--- src/rtl/inst_fetch_ctrl_pkg.sv ---
// Shared fetch definitions: FSM encodings, the nop word and the reset vector.
package inst_fetch_ctrl_pkg;

    typedef enum logic [1:0] {
        IFS_IDLE = 2'd0,
        IFS_REQ  = 2'd1,
        IFS_WAIT = 2'd2
    } ifs_state_t;

    localparam logic [31:0] IFETCH_NOP   = 32'h0000_0000;
    localparam logic [31:0] RESET_VECTOR = 32'hbfc0_0000;

endpackage

--- src/rtl/inst_fetch_ctrl_if.sv ---
// SRAM-like instruction bus: master issues the address, slave accepts it and returns data.
interface inst_fetch_ctrl_if #(
    parameter int AW = 32,
    parameter int DW = 32
);
    logic          inst_req;
    logic [AW-1:0] inst_addr;
    logic          inst_addr_ok;
    logic          inst_data_ok;
    logic [DW-1:0] inst_rdata;

    modport master (
        output inst_req, inst_addr,
        input  inst_addr_ok, inst_data_ok, inst_rdata
    );

    modport slave (
        input  inst_req, inst_addr,
        output inst_addr_ok, inst_data_ok, inst_rdata
    );
endinterface

--- src/rtl/fetch_out_buf.sv ---
// One-entry valid/ready holding register between fetch and decode.
module fetch_out_buf #(
    parameter int AW = 32,
    parameter int DW = 32
) (
    input  logic          clk,
    input  logic          rst,
    input  logic          load,
    input  logic          drain,
    input  logic          flush,
    input  logic [DW-1:0] load_instr,
    input  logic [AW-1:0] load_pc,
    input  logic          load_adel,
    output logic [DW-1:0] instr,
    output logic [AW-1:0] pc,
    output logic          adel,
    output logic          valid
);

    // flush beats load, load beats drain so a same-cycle refill keeps valid high
    always_ff @(posedge clk or posedge rst) begin
        if (rst) begin
            valid <= 1'b0;
            instr <= '0;
            pc    <= '0;
            adel  <= 1'b0;
        end else if (flush) begin
            valid <= 1'b0;
        end else if (load) begin
            valid <= 1'b1;
            instr <= load_instr;
            pc    <= load_pc;
            adel  <= load_adel;
        end else if (drain) begin
            valid <= 1'b0;
        end
    end

endmodule

--- src/rtl/inst_fetch_ctrl.sv ---
// Fetch controller: one instruction-bus transaction per PC, result held for decode.
// Optional IFETCH_ADEL_EN: misaligned PCs skip the bus and deliver a nop tagged with adel_o.
module inst_fetch_ctrl
    import inst_fetch_ctrl_pkg::*;
#(
    parameter int AW = 32,
    parameter int DW = 32
) (
    input  logic                clk,
    input  logic                rst,
    input  logic [AW-1:0]       pc_i,
    input  logic                fetch_en_i,
    input  logic                flush_i,
    output logic                pc_adv_o,
    inst_fetch_ctrl_if.master   bus,
    output logic [DW-1:0]       instr_o,
    output logic [AW-1:0]       instr_pc_o,
    output logic                instr_valid_o,
    input  logic                out_ready_i,
    output logic                adel_o
);

    ifs_state_t    state, state_nxt;
    logic          cancel, cancel_nxt;
    logic [AW-1:0] req_pc;
    logic          capture;
    logic          launch;
    logic          misaligned;
    logic          buf_load;
    logic [DW-1:0] buf_instr;
    logic [AW-1:0] buf_pc;
    logic          buf_adel;

    assign launch = fetch_en_i & ~flush_i & (~instr_valid_o | out_ready_i);

`ifdef IFETCH_ADEL_EN
    assign misaligned = |pc_i[1:0];
`else
    assign misaligned = 1'b0;
`endif

    // the address is held from launch so a redirect cannot disturb a pending request
    assign bus.inst_addr = {req_pc[AW-1:2], 2'b00};

    always_ff @(posedge clk or posedge rst) begin
        if (rst) begin
            state  <= IFS_IDLE;
            cancel <= 1'b0;
            req_pc <= '0;
        end else begin
            state  <= state_nxt;
            cancel <= cancel_nxt;
            if (capture) req_pc <= pc_i;
        end
    end

    always_comb begin
        state_nxt    = state;
        cancel_nxt   = cancel;
        capture      = 1'b0;
        bus.inst_req = 1'b0;
        pc_adv_o     = 1'b0;
        buf_load     = 1'b0;
        buf_instr    = bus.inst_rdata;
        buf_pc       = req_pc;
        buf_adel     = 1'b0;
        case (state)
            IFS_IDLE: begin
                if (launch) begin
                    if (misaligned) begin
                        buf_load  = 1'b1;
                        buf_instr = DW'(IFETCH_NOP);
                        buf_pc    = pc_i;
                        buf_adel  = 1'b1;
                        pc_adv_o  = 1'b1;
                    end else begin
                        capture   = 1'b1;
                        state_nxt = IFS_REQ;
                    end
                end
            end
            IFS_REQ: begin
                bus.inst_req = 1'b1;
                if (flush_i) cancel_nxt = 1'b1;
                if (bus.inst_addr_ok) state_nxt = IFS_WAIT;
            end
            IFS_WAIT: begin
                if (bus.inst_data_ok) begin
                    state_nxt  = IFS_IDLE;
                    cancel_nxt = 1'b0;
                    if (!cancel && !flush_i) begin
                        buf_load = 1'b1;
                        pc_adv_o = 1'b1;
                    end
                end else if (flush_i) begin
                    cancel_nxt = 1'b1;
                end
            end
            default: state_nxt = IFS_IDLE;
        endcase
    end

    fetch_out_buf #(.AW(AW), .DW(DW)) u_out_buf (
        .clk        (clk),
        .rst        (rst),
        .load       (buf_load),
        .drain      (out_ready_i),
        .flush      (flush_i),
        .load_instr (buf_instr),
        .load_pc    (buf_pc),
        .load_adel  (buf_adel),
        .instr      (instr_o),
        .pc         (instr_pc_o),
        .adel       (adel_o),
        .valid      (instr_valid_o)
    );

endmodule

--- src/flat_wrapper.sv ---
// flat-port wrapper written by rule: the top's interface ports become plain ports
module inst_fetch_ctrl_flat import inst_fetch_ctrl_pkg::*;
#(
    parameter int AW = 32,
    parameter int DW = 32
)
  (clk, rst, pc_i, fetch_en_i, flush_i, pc_adv_o, instr_o, instr_pc_o, instr_valid_o, out_ready_i, adel_o, bus_inst_req, bus_inst_addr, bus_inst_addr_ok, bus_inst_data_ok, bus_inst_rdata);
  inst_fetch_ctrl_if #(.AW(AW), .DW(DW)) bus_i ();
  input  logic clk;
  input  logic rst;
  input  logic [AW-1:0] pc_i;
  input  logic fetch_en_i;
  input  logic flush_i;
  output logic pc_adv_o;
  output logic [DW-1:0] instr_o;
  output logic [AW-1:0] instr_pc_o;
  output logic instr_valid_o;
  input  logic out_ready_i;
  output logic adel_o;
  output wire logic [$bits(bus_i.inst_req)-1:0] bus_inst_req;
  output wire logic [$bits(bus_i.inst_addr)-1:0] bus_inst_addr;
  input wire logic [$bits(bus_i.inst_addr_ok)-1:0] bus_inst_addr_ok;
  input wire logic [$bits(bus_i.inst_data_ok)-1:0] bus_inst_data_ok;
  input wire logic [$bits(bus_i.inst_rdata)-1:0] bus_inst_rdata;
  assign bus_inst_req = bus_i.inst_req;
  assign bus_inst_addr = bus_i.inst_addr;
  assign bus_i.inst_addr_ok = bus_inst_addr_ok;
  assign bus_i.inst_data_ok = bus_inst_data_ok;
  assign bus_i.inst_rdata = bus_inst_rdata;
  inst_fetch_ctrl #(.AW(AW), .DW(DW)) u_core (.clk(clk), .rst(rst), .pc_i(pc_i), .fetch_en_i(fetch_en_i), .flush_i(flush_i), .pc_adv_o(pc_adv_o), .bus(bus_i), .instr_o(instr_o), .instr_pc_o(instr_pc_o), .instr_valid_o(instr_valid_o), .out_ready_i(out_ready_i), .adel_o(adel_o));
endmodule
--- config.mk ---
export PLATFORM = sky130hd
export DESIGN_NAME = inst_fetch_ctrl_flat
export DESIGN_NICKNAME = d
export VERILOG_FILES = /design/src/rtl/inst_fetch_ctrl_pkg.sv /design/src/rtl/inst_fetch_ctrl_if.sv /design/src/rtl/fetch_out_buf.sv /design/src/rtl/inst_fetch_ctrl.sv /design/src/flat_wrapper.sv
export SDC_FILE = /design/constraint.sdc
export NUM_CORES = 1
export LEC_CHECK = 0
export BUFFER_PORTS_ARGS = -buffer_cell sky130_fd_sc_hd__buf_2
export CORE_ASPECT_RATIO = 1.2
export CORE_MARGIN = 2
export CORE_UTILIZATION = 40
export CTS_CLUSTER_DIAMETER = 120
export DETAILED_ROUTE_END_ITERATION = 8
export PLACE_DENSITY = 0.74
export SETUP_SLACK_MARGIN = 0.15
export SLEW_MARGIN = 20
export SYNTH_ARGS = -nofsm -noshare
export SYNTH_HDL_FRONTEND = slang
export SYNTH_SLANG_ARGS = --single-unit
--- constraint.sdc ---
create_clock -name clk -period 3.9 [get_ports clk]
set_input_delay 0.195 -clock clk [delete_from_list [all_inputs] [get_ports clk]]
set_output_delay 0.195 -clock clk [all_outputs]
set_load 0.005 [all_outputs]
==> qor.yml <==
rrSetupSlack_ps: 1390
rows: 41
cts_buffers: 9
slew_headroom_pct: 31.04
htree_levels: 3
clock_path_buffers: 2
routed_wl_um: 7664
start_util_pct: 40.59
clkLatencyLatePin_ps: 330
cts_tree: "yes"
setup-tns-final_ps: 0
cp.required_ps: 4110
mostFrequentLayoutCells: "167 x buf_2, 100 x dfrtp_1, 40 x mux2_1"
cts_hold_buf: 0
crit_arrival_ps: 2720
core_mm2: 0.01041
ys_top_cells_by_area: "dfrtp_1 59%, mux2_1 11%, mux2_4 11%, mux2_2 6.9%, buf_4 6.0%"
area_growth_pct: 23.56
nets: 480
hp-class: "in -> async"
synth_cells: 265
finalCritPeriodShare_pct: 64.23
ys_warn_count: 0
antenna_found_initial: 0
clock-sinks: 100
drive_above_1_share_pct: 59.37
total_power_uw: 3932
overflow: 0
ys_ff_latch: 100
antenna_cells: 0
cts_setup_buffers: 0
peakVddDrop_mv: 0.3008
fp.dieH_um: 116.6
vias: 2512
dp_hpwl_um: 5597
synth_top_area_cell: "dfrtp_1"
cts_resized: 0
rsz0062_at_grt: "false"
grt_pass1_wl_um: 11930
synth_cell_type_count: 25
finalClockSkew_ps: 4.692
status: "finished with violations"
max_freq_ghz: 0.3992
seq_area_frac_synth_pct: 59.21
die_w_um: 97.84
place.gp.congestion: 0.8124
port-buffer-count: 167
io_pins: 171
drtIter0Drc: 31
post_drt_wl_per_cell_um: 14.19
grt_pass1_vias: 2506
grt_max_degree: 63
violations: "negative hold slack"
postSynthAreaPerCell_um2: 15.95
cts_root_buffer: "clkbuf_16"
synth.cell_area_mm2: 0.004227
dieArea_mm2: 0.01141
cp-end-kind: "flip-flop"
grt_usage_pct: 13.17
powerDensity_mw_per_mm2: 752.9
post-route-min-period_ps: 2505
viasPerCell: 4.652
synth_top_area_share_pct: 59.21
start_kind: "flip-flop"
finalSetupViolCount: 0
holdWs_ps: -19.17
dr.pass1.iters: 2
layout_commonest_cell: "buf_2"
worstMarginPinSlew_ps: 1031
cp_max_fo: 24
critPathKind: "reg -> reg"
ant_nets: 0
final_util_pct: 50.15
p_leak_uw: 0.002946
hold_violations: 10
cap_violations: 0
clkTransAtPathRegs_ps: 70
drc: 0
drv_slew: 0
-- flip-flops by register name, indices dropped and copies added, names as in the netlist --
signal                  count
u_core.u_out_buf.instr     32
u_core.cancel               1
u_core.req_pc              32
u_core.state                2
u_core.u_out_buf.pc        32
u_core.u_out_buf.valid      1
-- worst max-delay path: stages, from the launching register on --
cell     delay [ps]
dfrtp_1         400
inv_1            90
ha_1            180
nand2_1          90
nor3_4          790
buf_4           450
mux2_2          370
-- through the flow --
stage               area (µm²)  instances  worst slack [ps]
floorplan                 4234        267              1086
global placement          4926        524              1439
detailed placement        4926        524              1359
CTS                       5223        540              1340
global route              5223        540              1219
finish                    5223        540              1395
-- synthesized netlist by cell type --
master    instances
buf_4            34
mux2_2           26
nor2b_1           3
ha_1              3
buf_2             2
o21bai_1          1
conb_1            1
o21ai_0           1
mux2_4           30
o211ai_1          2
nand2_1           1
nand3_2           1
nor2b_2           1
nand3b_1          1
nand2b_1          2
buf_6             7
o32a_1            1
a21oi_1           1
dfrtp_1         100
a31oi_1           1
mux2_1           40
nor4_1            1
a21boi_0          1
inv_1             3
nor3_2            1
-- report_power, final --
| part | total [µW] | leakage [µW] | internal (µW) | switching (µW) |
|---|---|---|---|---|
| clock | 874 | 0.000140 | 517 | 357 |
| sequential | 1810 | 0.00130 | 1530 | 282 |
| combinational | 1250 | 0.00151 | 790 | 457 |
| total | 3930 | 0.00295 | 2840 | 1100 |
-- logic make-up (layout without fill, tap and decap cells) --
group           count (synthesis)  count (layout)  synth area share [%]
compound gates                  8               8                 1.332
fa+ha+maj                       3               3                0.8882
buf+inv                        46             190                 8.407
flops                         100             100                 59.21
mux                            96              96                 28.24
other cells                     1               3               0.08872
simple gates                   11              11                 1.836
-- path summary, 6_finish.rpt --
| check | end | depth (start not counted) | start |
|---|---|---|---|
| worst max register to register | u_core.u_out_buf.instr[17]$_DFFE_PP0P_ | 6 | u_core.state[0]$_DFFE_PP0P_ |
| worst max-delay path | u_core.u_out_buf.instr[17]$_DFFE_PP0P_ | 6 | u_core.state[0]$_DFFE_PP0P_ |
| worst min register to register | u_core.u_out_buf.instr[2]$_DFFE_PP0P_ | 1 | u_core.u_out_buf.instr[2]$_DFFE_PP0P_ |
| max in group asynchronous | u_core.req_pc[9]$_DFFE_PP0P_ | 3 | rst |
| worst min-delay path | u_core.req_pc[25]$_DFFE_PP0P_ | 2 | rst |
| min in group clk | u_core.u_out_buf.instr[5]$_DFFE_PP0P_ | 2 | bus_inst_rdata[5] |
-- layer usage --
metal / GRT usage, % / routed length (µm) / vias to the layer above
li1: - / - / 1162
met1: 16.73 / 3215 / 1254
met2: 20.64 / 3845 / 85
met3: 3.591 / 460 / 11
met4: 7.222 / 142 / 0
met5: 0 / 0 / -
-- final cells by class --
type | count | area [µm²]
Timing Repair Buffer | 171 | 865.8
Clock buffer | 13 | 250.2
Multi-Input combinational cell | 121 | 1383
Inverter | 3 | 13.76
Fill cell | 930 | 5191
Sequential cell | 100 | 2502
Clock inverter | 3 | 46.29
Tap cell | 129 | 161.4
Note: power is estimated with default switching activity, not from simulation.
